$ cat src/rtl/runner_pkg.sv
// Shared screen geometry, FSM encoding and LFSR definition for the runner game.
package runner_pkg;

  localparam int H_ACTIVE   = 640;
  localparam int V_ACTIVE   = 480;
  localparam int NUM_BLOCKS = 16;

  localparam logic [15:0] LFSR_MASK = 16'hB400;

  typedef enum logic [1:0] {
    PLAY   = 2'd0,
    GOAL   = 2'd1,
    FROZEN = 2'd2
  } state_t;

  // Right-shifting Galois step: the bit shifted out selects the feedback mask.
  function automatic logic [15:0] lfsr_next(input logic [15:0] v);
    return (v >> 1) ^ (v[0] ? LFSR_MASK : 16'h0000);
  endfunction

endpackage

$ cat src/rtl/obstacle_lfsr.sv
// 16-bit Galois LFSR supplying respawn heights; seed reloaded on rst, steps when enabled.
module obstacle_lfsr
  import runner_pkg::*;
#(
  parameter logic [15:0] SEED = 16'hACE1
) (
  input  logic       clk,
  input  logic       rst,
  input  logic       step,
  output logic [8:0] offset
);

  logic [15:0] lfsr;

  always_ff @(posedge clk) begin
    if (rst) begin
      lfsr <= SEED;
    end else if (step) begin
      lfsr <= lfsr_next(lfsr);
    end
  end

  // Height offset above the top border, 0..318; reflects the value before this tick's step.
  assign offset = {1'b0, lfsr[7:0]} + {3'b000, lfsr[15:10]};

endmodule

$ cat src/rtl/obstacle_field.sv
// Scrolling obstacle field, border bands and end zone, drawn per pixel with one clock of latency.
module obstacle_field
  import runner_pkg::*;
#(
  parameter int          BLK_W       = 32,
  parameter int          BLK_H       = 32,
  parameter int          SPACING     = 40,
  parameter int          SPEED       = 2,
  parameter int          BORDER_H    = 16,
  parameter int          END_W       = 32,
  parameter int          END_STOP_X  = 600,
  parameter int          GOAL_FRAMES = 1800,
  parameter logic [15:0] LFSR_SEED   = 16'hACE1
) (
  input  logic                  clk,
  input  logic                  rst,
  input  logic [9:0]            xCount,
  input  logic [9:0]            yCount,
  input  logic                  frame_tick,
  input  logic                  win,
  input  logic                  game_over,
  output logic [NUM_BLOCKS-1:0] blocks,
  output logic                  border,
  output logic                  end_zone,
  output logic [1:0]            state_dbg
);

  localparam logic [10:0] BW       = 11'(BLK_W);
  localparam logic [10:0] BH       = 11'(BLK_H);
  localparam logic [10:0] SPD      = 11'(SPEED);
  localparam logic [10:0] WRAP     = 11'(16 * SPACING);
  localparam logic [10:0] EW       = 11'(END_W);
  localparam logic [10:0] EZ_START = 11'(H_ACTIVE + END_W);
  localparam logic [10:0] EZ_STOP  = 11'(END_STOP_X);
  localparam logic [10:0] BAND_TOP = 11'(BORDER_H);
  localparam logic [10:0] BAND_BOT = 11'(V_ACTIVE - BORDER_H);
  localparam logic [10:0] FC_LAST  = 11'(GOAL_FRAMES - 1);
  localparam logic [10:0] FC_MAX   = 11'h7FF;

  state_t          state;
  logic [10:0]     frame_cnt;
  logic [10:0]     ez_rx;
  logic [8:0]      lfsr_offset;
  logic [8:0]      respawn_y;
  logic            freeze_req;
  logic            move;
  logic [10:0]     x11;
  logic [10:0]     y11;
  logic            visible;
  logic            ez_hit;
  logic [NUM_BLOCKS-1:0] hit;

  assign x11        = {1'b0, xCount};
  assign y11        = {1'b0, yCount};
  assign visible    = (x11 < 11'(H_ACTIVE)) && (y11 < 11'(V_ACTIVE));
  assign freeze_req = win || game_over;
  // A freeze request on a tick wins: nothing moves on that tick.
  assign move       = frame_tick && !freeze_req && (state != FROZEN);
  assign respawn_y  = 9'(BORDER_H) + lfsr_offset;
  assign state_dbg  = state;

  obstacle_lfsr #(
    .SEED(LFSR_SEED)
  ) u_lfsr (
    .clk   (clk),
    .rst   (rst),
    .step  (move),
    .offset(lfsr_offset)
  );

  always_ff @(posedge clk) begin
    if (rst) begin
      state     <= PLAY;
      frame_cnt <= '0;
      ez_rx     <= '0;
    end else if (state != FROZEN && freeze_req) begin
      state <= FROZEN;
    end else if (frame_tick) begin
      case (state)
        PLAY: begin
          if (frame_cnt != FC_MAX) frame_cnt <= frame_cnt + 11'd1;
          if (frame_cnt == FC_LAST) begin
            state <= GOAL;
            ez_rx <= EZ_START;
          end
        end
        GOAL: begin
          if (ez_rx >= EZ_STOP + SPD) ez_rx <= ez_rx - SPD;
          else                        ez_rx <= EZ_STOP;
        end
        default: ;
      endcase
    end
  end

  genvar gi;
  generate
    for (gi = 0; gi < NUM_BLOCKS; gi++) begin : g_blk
      logic [10:0] rx_q;
      logic [8:0]  y_q;
      logic        act_q;
      logic [10:0] top11;

      always_ff @(posedge clk) begin
        if (rst) begin
          rx_q  <= 11'(H_ACTIVE + BLK_W + gi * SPACING);
          y_q   <= 9'(BORDER_H + 8 * gi);
          act_q <= 1'b1;
        end else if (move) begin
          if (rx_q > SPD) begin
            rx_q <= rx_q - SPD;
          end else begin
            rx_q <= rx_q - SPD + WRAP;
            if (state == GOAL) act_q <= 1'b0;
            else               y_q   <= respawn_y;
          end
        end
      end

      assign top11   = {2'b00, y_q};
      assign hit[gi] = act_q && (x11 < rx_q) && (x11 + BW >= rx_q) &&
                       (top11 <= y11) && (y11 < top11 + BH);
    end
  endgenerate

  assign ez_hit = (state != PLAY) && (x11 < ez_rx) && (x11 + EW >= ez_rx) &&
                  (y11 >= BAND_TOP) && (y11 < BAND_BOT);

  always_ff @(posedge clk) begin
    if (rst) begin
      blocks   <= '0;
      border   <= 1'b0;
      end_zone <= 1'b0;
    end else begin
      blocks   <= visible ? hit : '0;
      border   <= visible && ((y11 < BAND_TOP) || (y11 >= BAND_BOT));
      end_zone <= visible && ez_hit;
    end
  end

endmodule

$ cat config.mk
export PLATFORM = sky130hd
export DESIGN_NAME = obstacle_field
export DESIGN_NICKNAME = d
export VERILOG_FILES = /design/src/rtl/runner_pkg.sv /design/src/rtl/obstacle_lfsr.sv /design/src/rtl/obstacle_field.sv
export SDC_FILE = /design/constraint.sdc
export NUM_CORES = 1
export LEC_CHECK = 0
export CAP_MARGIN = 20
export CORE_MARGIN = 2
export CORE_UTILIZATION = 55
export DETAILED_ROUTE_END_ITERATION = 12
export GPL_TIMING_DRIVEN = 0
export PLACE_DENSITY = 0.76
export SLEW_MARGIN = 20
export SYNTH_ARGS = -nofsm -noshare
export SYNTH_HDL_FRONTEND = slang
export SYNTH_HIERARCHICAL = 1
export SYNTH_SLANG_ARGS = --single-unit
$ cat constraint.sdc
create_clock -name clk -period 3 [get_ports clk]
set_clock_uncertainty 0.2 [all_clocks]
set_input_delay 0.3 -clock clk [delete_from_list [all_inputs] [get_ports clk]]
set_output_delay 0.3 -clock clk [all_outputs]
set_load 0.02 [all_outputs]
==> results of run 1 <==
power breakdown:
part           internal (µW)  total, µW  switching (µW)
Combinational            734       2140            1410
Sequential              5060       5110            50.8
Clock                   3780       6220            2440
Total                   9570      13500            3900
what timing repair did:
action | in CTS | in global routing
setup buffers | 46 | 5
hold buffers | 0 | 0
endpoints found under the setup margin | 242 | 104
pin swaps | 8 | 7
gates resized for setup | 78 | 36
layer usage:
metal | wire length (µm) | share of wire, %
met1 | 40100 | 40
met2 | 43700 | 44
met3 | 9450 | 9.4
met4 | 6990 | 7.0
met5 | 0 | 0
area by class of cell:
class                      count  area, µm²
multi-input combinational   2829      21100
sequential                   377       7550
timing repair buffer         100        858
clock inverter                18        258
fill                        4636      20100
inverter                     341       1330
clock buffer                  66       1410
tap                          696        871
buffer                       110        539
registers in the layout, indices dropped and copies added (netlist names):
signal and cells:
u_lfsr/lfsr 16, g_blk.y_q 144, state_dbg 2, end_zone 1, g_blk.act_q 16, frame_cnt 11, border 1, ez_rx 10
blocks 16, g_blk.rx_q 160
cell families (layout without fill, tap and decap cells):
group | count (synthesis) | after routing | share of synthesized area (%)
AOI/OAI and AO/OA | 872 | 872 | 18.5
xor gates and xnor gates | 198 | 198 | 5.75
adders and majority gates | 634 | 634 | 26.3
buffers and inverters | 455 | 635 | 5.80
DFF | 377 | 377 | 25.0
muxes | 30 | 30 | 0.996
and+or+nand+nor | 1095 | 1095 | 17.6
final timing paths:
kind                                  endpoint                         start  depth (start not counted)  slack (ps)
setup / recovery          blocks[7]$_SDFF_PP0_                           rst                          8         -40
hold / removal       state_dbg[0]$_SDFFE_PP0P_                     game_over                          2         100
setup reg to reg          blocks[7]$_SDFF_PP0_  g_blk[7].y_q[5]$_SDFFE_PP0P_                          7          50
hold reg to reg   g_blk[11].act_q$_SDFFE_PP1P_  g_blk[11].act_q$_SDFFE_PP1P_                          1         270
layout by cell type (no fill, tap or decap), types with 13 or more instances in the layout:
cell,Yosys,final
clkbuf_1,84,72
nor2_1,353,349
a211oi_1,88,87
nor2b_1,55,55
xnor2_1,155,151
nor3_1,83,82
o22ai_1,16,16
a2111oi_0,49,45
buf_4,4,61
xor2_1,43,39
nand3b_1,15,15
nand2_1,234,234
clkbuf_8,0,13
nand3_1,103,101
a21oi_1,276,274
ha_1,633,629
mux2i_1,30,30
nor4_1,23,23
nand4_1,62,62
inv_1,340,329
clkbuf_16,0,50
and3_1,22,22
o2111a_1,14,14
o2111ai_1,25,22
o21a_1,50,50
nand2b_1,64,64
a21o_1,22,22
dfxtp_1,377,375
o21ai_0,193,193
buf_2,16,23
or3_1,31,31
clkdlybuf4s50_1,0,26
o211ai_1,53,53
a211o_1,33,33
clkinvlp_4,0,15
metrics by stage:
| step | power (µW) | instances |
|---|---|---|
| 2_1_floorplan | 6340 | 3661 |
| 3_3_place_gp | 7070 | 4401 |
| 3_5_place_dp | 7110 | 4406 |
| 4_1_cts | 13400 | 4534 |
| 5_1_grt | 13800 | 4537 |
| 6_report | 13500 | 4537 |
==> results.sh, run 1 <==
export IMPL_rsz0062_at_grt="yes"
export IMPL_gp_congestion=0.959
export IMPL_post_place_ws_ps=-2330
export IMPL_syn_nets=4320
export IMPL_wl_mm=100
export IMPL_busiest_layer="met2"
export IMPL_ys_async_sr_fraction_pct=0
export IMPL_pin_count=45
export IMPL_max_slew_margin_pct=14.5
export IMPL_nNetsFinal=4464
export IMPL_yosysMostFrequentCell="ha_1"
export IMPL_gr_usage_met1_pct=43.8
export IMPL_fp_dieW_um=238
export IMPL_path_class="in2reg"
export IMPL_fin_area_um2=33900
export IMPL_die_h_um=238
export IMPL_synth_area_top_cells="ha_1 26%, dfxtp_1 25%, a21oi_1 4.6%"
export IMPL_avgSynthCellArea_um2=8.24
export IMPL_port_buffers=44
export IMPL_synth_top_cell_by_area="ha_1"
export IMPL_startpoint_type="input port"
export IMPL_power_per_cell_area_nw_per_um2=397
export IMPL_hold_violations=0
export IMPL_rows=85
export IMPL_synth_seq_cells=377
export IMPL_synth_common_cells="633 x ha_1, 377 x dfxtp_1, 353 x nor2_1, 340 x inv_1, 276 x a21oi_1"
export IMPL_grt_pass1_wl_mm=152
export IMPL_violations="setup timing"
export IMPL_finalCritPeriodShare_pct=101
export IMPL_path_buf_inv=1
export IMPL_core_area_um2=54000
export IMPL_path_cells="clkdlybuf4s50_1, nor2_1, nand2_1, a21o_1, a2111oi_0, o21ai_0, a31oi_1, and4_1"
export IMPL_root_buffer="clkbuf_16"
export IMPL_p_leak_uw=0.0139
export IMPL_fmax_ghz=0.329
export IMPL_irDropWorstVdd_mv=0.412
export IMPL_cap_violations=0
export IMPL_ys_types=71
export IMPL_status="complete, but fails checks"
export IMPL_worstMarginPinSlew_ps=1280
export IMPL_synth_edf_count=0
export IMPL_htreeDepth=2
export IMPL_drive_gt1_share_pct=7.06
export IMPL_clock_sinks=377
export IMPL_min_path_type="in2reg"
export IMPL_place_area_um2=31500
export IMPL_cp_max_fo=8
export IMPL_use_met2_pct=55.6
export IMPL_grt_max_degree=23
export IMPL_synth_ff_type="dfxtp_1"
export IMPL_drc=0
export IMPL_cts_buffer_depth=3
export IMPL_numCtsBuffers=46
export IMPL_worst_ep_arrival_time_ps=3360
export IMPL_setup_viol=1
export IMPL_grt_use_met3_pct=6.41
export IMPL_antenna_diode_count=0
export IMPL_synth_seq_area_share_pct=25.0
export IMPL_drtIter0Drc=2777
export IMPL_grt_remaining_overflow=0
export IMPL_syn_inst=3661
export IMPL_cp_required_ps=3320
export IMPL_dpl_hpwl_mm=67.7
export IMPL_clkTransAtPathRegs_ps=60
export IMPL_fin_ws_ps=-35.2
export IMPL_fin_hold_ws_ps=99.4
export IMPL_wl_per_cell_um=22.1
export IMPL_start_util_pct=55.8
export IMPL_antenna_left=0
export IMPL_max_stage_delay_ps=740
export IMPL_ys_warn_count=6
export IMPL_grt_pass1_vias=26500
export IMPL_path_delay_family="compound AO/OA/AOI/OAI gates"
export IMPL_via_per_inst=6.18
export IMPL_slew_viol_final=0
export IMPL_syn2layout_area_growth_pct=12.5
export IMPL_end_kind="flip-flop"
export IMPL_clock_latency_ps=600
export IMPL_antenna_found_initial=3
export IMPL_layout_min_cycle_time_ps=3040
export IMPL_slowest_stage="a2111oi_0"
export IMPL_fin_util_pct=62.8
export IMPL_vias=28100
export IMPL_dr_pass1_iters=5
export IMPL_grt_usage_pct=34.9
export IMPL_final_setup_tns_ps=-35.2
export IMPL_synth_top_cell_area_share_pct=26.3
export IMPL_synth_area_um2=30200
export IMPL_cts_tree="built"
export IMPL_die_area_um2=56700
Power figures use the tool's default switching activity.
==> inputs of run 2 (changes only) <==
Settings changed: PLACE_DENSITY 0.76 to 0.73, SYNTH_HIERARCHICAL 1 to default.
Clock period 3 ns to 3.1 ns, I/O delays scaled along.
==> run 2 against run 1 <==
- the run still ends with setup timing left
- largest power group unchanged
- total power is 4.3% lower
- worst hold slack better by 64 ps
- highest routed layer unchanged
- first-iteration DRC count fell by 0.36%
- core utilization is 0.68 points lower
- design area rose by 0.47%
- flip-flop and latch count is the same
- critical endpoint is now blocks[6]$_SDFF_PP0_
- critical path type unchanged
- global-route usage increased by 0.073 points
- clock power fell by 6.3%
- cell count grew 0.88%
- register-to-register slack hardly changed
==> results.sh, run 2 <==
export IMPL_max_stage_delay_ps=430
export IMPL_post_place_ws_ps=-1400
export IMPL_dr_pass1_iters=8
export IMPL_path_class="in2reg"
export IMPL_synth_ff_type="dfxtp_1"
export IMPL_via_per_inst=6.19
export IMPL_fp_dieW_um=239
export IMPL_ys_types=70
export IMPL_gp_congestion=0.936
export IMPL_antenna_diode_count=0
export IMPL_fin_util_pct=62.1
export IMPL_syn_inst=3693
export IMPL_power_per_cell_area_nw_per_um2=378
export IMPL_setup_viol=1
export IMPL_htreeDepth=2
export IMPL_numCtsBuffers=45
export IMPL_cp_max_fo=12
export IMPL_vias=28300
export IMPL_ys_async_sr_fraction_pct=0
export IMPL_drive_gt1_share_pct=5.76
export IMPL_max_slew_margin_pct=19.7
export IMPL_wl_mm=101
export IMPL_largest_reg_flops=160
export IMPL_cp_required_ps=3350
export IMPL_rsz0062_at_grt="no"
export IMPL_rows=86
export IMPL_final_setup_tns_ps=-20.3
export IMPL_synth_seq_area_share_pct=24.8
export IMPL_die_area_um2=57200
export IMPL_slew_viol_final=0
export IMPL_worst_ep_arrival_time_ps=3370
export IMPL_synth_area_um2=30400
export IMPL_synth_seq_cells=377
export IMPL_synth_common_cells="638 x ha_1, 377 x dfxtp_1, 337 x nand2_1, 330 x inv_1, 275 x nor2_1"
export IMPL_root_buffer="clkbuf_16"
export IMPL_clock_latency_ps=600
export IMPL_place_area_um2=31900
export IMPL_grt_pass1_vias=26200
export IMPL_synth_area_top_cells="ha_1 26%, dfxtp_1 25%, xnor2_1 4.8%"
export IMPL_yosysMostFrequentCell="ha_1"
export IMPL_finalCritPeriodShare_pct=101
export IMPL_min_from="game_over"
export IMPL_violations="setup timing"
export IMPL_fin_area_um2=34100
export IMPL_cap_violations=0
export IMPL_pin_count=45
export IMPL_layout_commonest_cell="ha_1"
export IMPL_end_kind="flip-flop"
export IMPL_dpl_hpwl_mm=70.7
export IMPL_start_util_pct=55.4
export IMPL_core_area_um2=54900
export IMPL_syn2layout_area_growth_pct=12.1
export IMPL_synth_edf_count=0
export IMPL_hold_violations=0
export IMPL_grt_pass1_wl_mm=152
export IMPL_clkTransAtPathRegs_ps=60
export IMPL_cts_buffer_depth=3
export IMPL_worstMarginPinSlew_ps=1210
export IMPL_port_buffers=43
export IMPL_r2r_start="state_dbg[0]$_SDFFE_PP0P_"
export IMPL_nNetsFinal=4501
export IMPL_die_h_um=239
export IMPL_drc=0
export IMPL_drtIter0Drc=2767
export IMPL_clock_sinks=377
export IMPL_ys_warn_count=0
export IMPL_path_cells="buf_2, buf_16, ha_4, nand3_1, xnor2_4, buf_6, ha_1, nor3_1, a2111oi_0, o211ai_1, a2111oi_2"
export IMPL_p_leak_uw=0.0150
export IMPL_fmax_ghz=0.320
export IMPL_syn_nets=4357
export IMPL_ctsHoldBuffers=0
export IMPL_slowest_stage="a2111oi_2"
export IMPL_layout_common_cells="637 x ha_1, 377 x dfxtp_1, 337 x nand2_1"
export IMPL_antenna_found_initial=2
export IMPL_rrSetupSlack_ps=60
export IMPL_min_path_type="in2reg"
export IMPL_fin_ws_ps=-20.3
export IMPL_top_regs="g_blk.rx_q x160, g_blk.y_q x144"
export IMPL_grt_remaining_overflow=0
export IMPL_cts_tree="built"
export IMPL_top_register="g_blk.rx_q"
export IMPL_synth_top_cell_area_share_pct=26.2
export IMPL_synth_top_cell_by_area="ha_1"
export IMPL_avgSynthCellArea_um2=8.24
export IMPL_crit_start="xCount[5]"
export IMPL_antenna_left=0
export IMPL_wl_per_cell_um=22.2
export IMPL_irDropWorstVdd_mv=0.473
export IMPL_grt_usage_pct=35.0
export IMPL_n_fill_cell=4842
export IMPL_startpoint_type="input port"
export IMPL_status="complete, but fails checks"
export IMPL_layout_min_cycle_time_ps=3120
export IMPL_grt_max_degree=20
-- run 2: what timing repair did --
action / CTS / global route
setup endpoints to repair: 210 / 118
setup buffers: 38 / 6
gates resized for setup: 51 / 24
gates cloned: 0 / 0
-- run 2: layer usage --
layer  wire [µm]  global-route usage (%)
met1       43400                    47.2
met2       43200                    54.3
met3        9600                    5.72
met4        5160                    17.2
met5           0                       0
-- run 2: cell families (layout without fill, tap and decap cells) --
kind of cell	Yosys count	count (layout)	share of synthesized area (%)
compound gates	850	850	18.2
xor+xnor	196	196	5.64
fa+ha+maj	639	639	26.3
buf+inv	444	624	5.51
flops	377	377	24.8
mux	39	39	1.31
simple gates	1148	1148	18.2
-- run 2: through the flow --
stage | power, µW | hold slack [ps] | instances
after floorplan | 6190 | 188 | 3693
after global placement | 6910 | 228 | 4440
after detailed placement | 6980 | 233 | 4451
after CTS | 12800 | 147 | 4572
after global routing | 13300 | 176 | 4577
final | 12900 | 163 | 4577
-- run 2: report_power, final --
part           switching [µW]  internal [µW]  total (µW)
registers                53.4           4890        4950
clock network            2320           3510        5830
logic                    1380            738        2120
-- run 2: cell type report --
cell class / instances / area, µm² / area share, %
flip-flops and latches: 377 / 7550 / 22.1
multi-input cells: 2872 / 21400 / 62.7
clock buffers: 65 / 1340 / 3.94
repair buffers: 98 / 938 / 2.75
well taps: 704 / 881 / 2.58
clock inverters: 18 / 259 / 0.760
inverters: 334 / 1290 / 3.79
plain buffers: 109 / 468 / 1.37
-- run 2: final timing paths --
check / endpoint / cells after the start
worst max-delay path: blocks[6]$_SDFF_PP0_ / 11
worst min-delay path: state_dbg[0]$_SDFFE_PP0P_ / 2
worst max register to register: g_blk[1].rx_q[3]$_SDFFE_PP1P_ / 7
worst min register to register: g_blk[15].act_q$_SDFFE_PP1P_ / 2
-- run 2: critical path: cells and delay by family --
family          cells  cell delay (ps)
fa+ha+maj           2              390
xor+xnor            1              410
buf+inv             3              840
simple gates        2              230
compound gates      3             1140
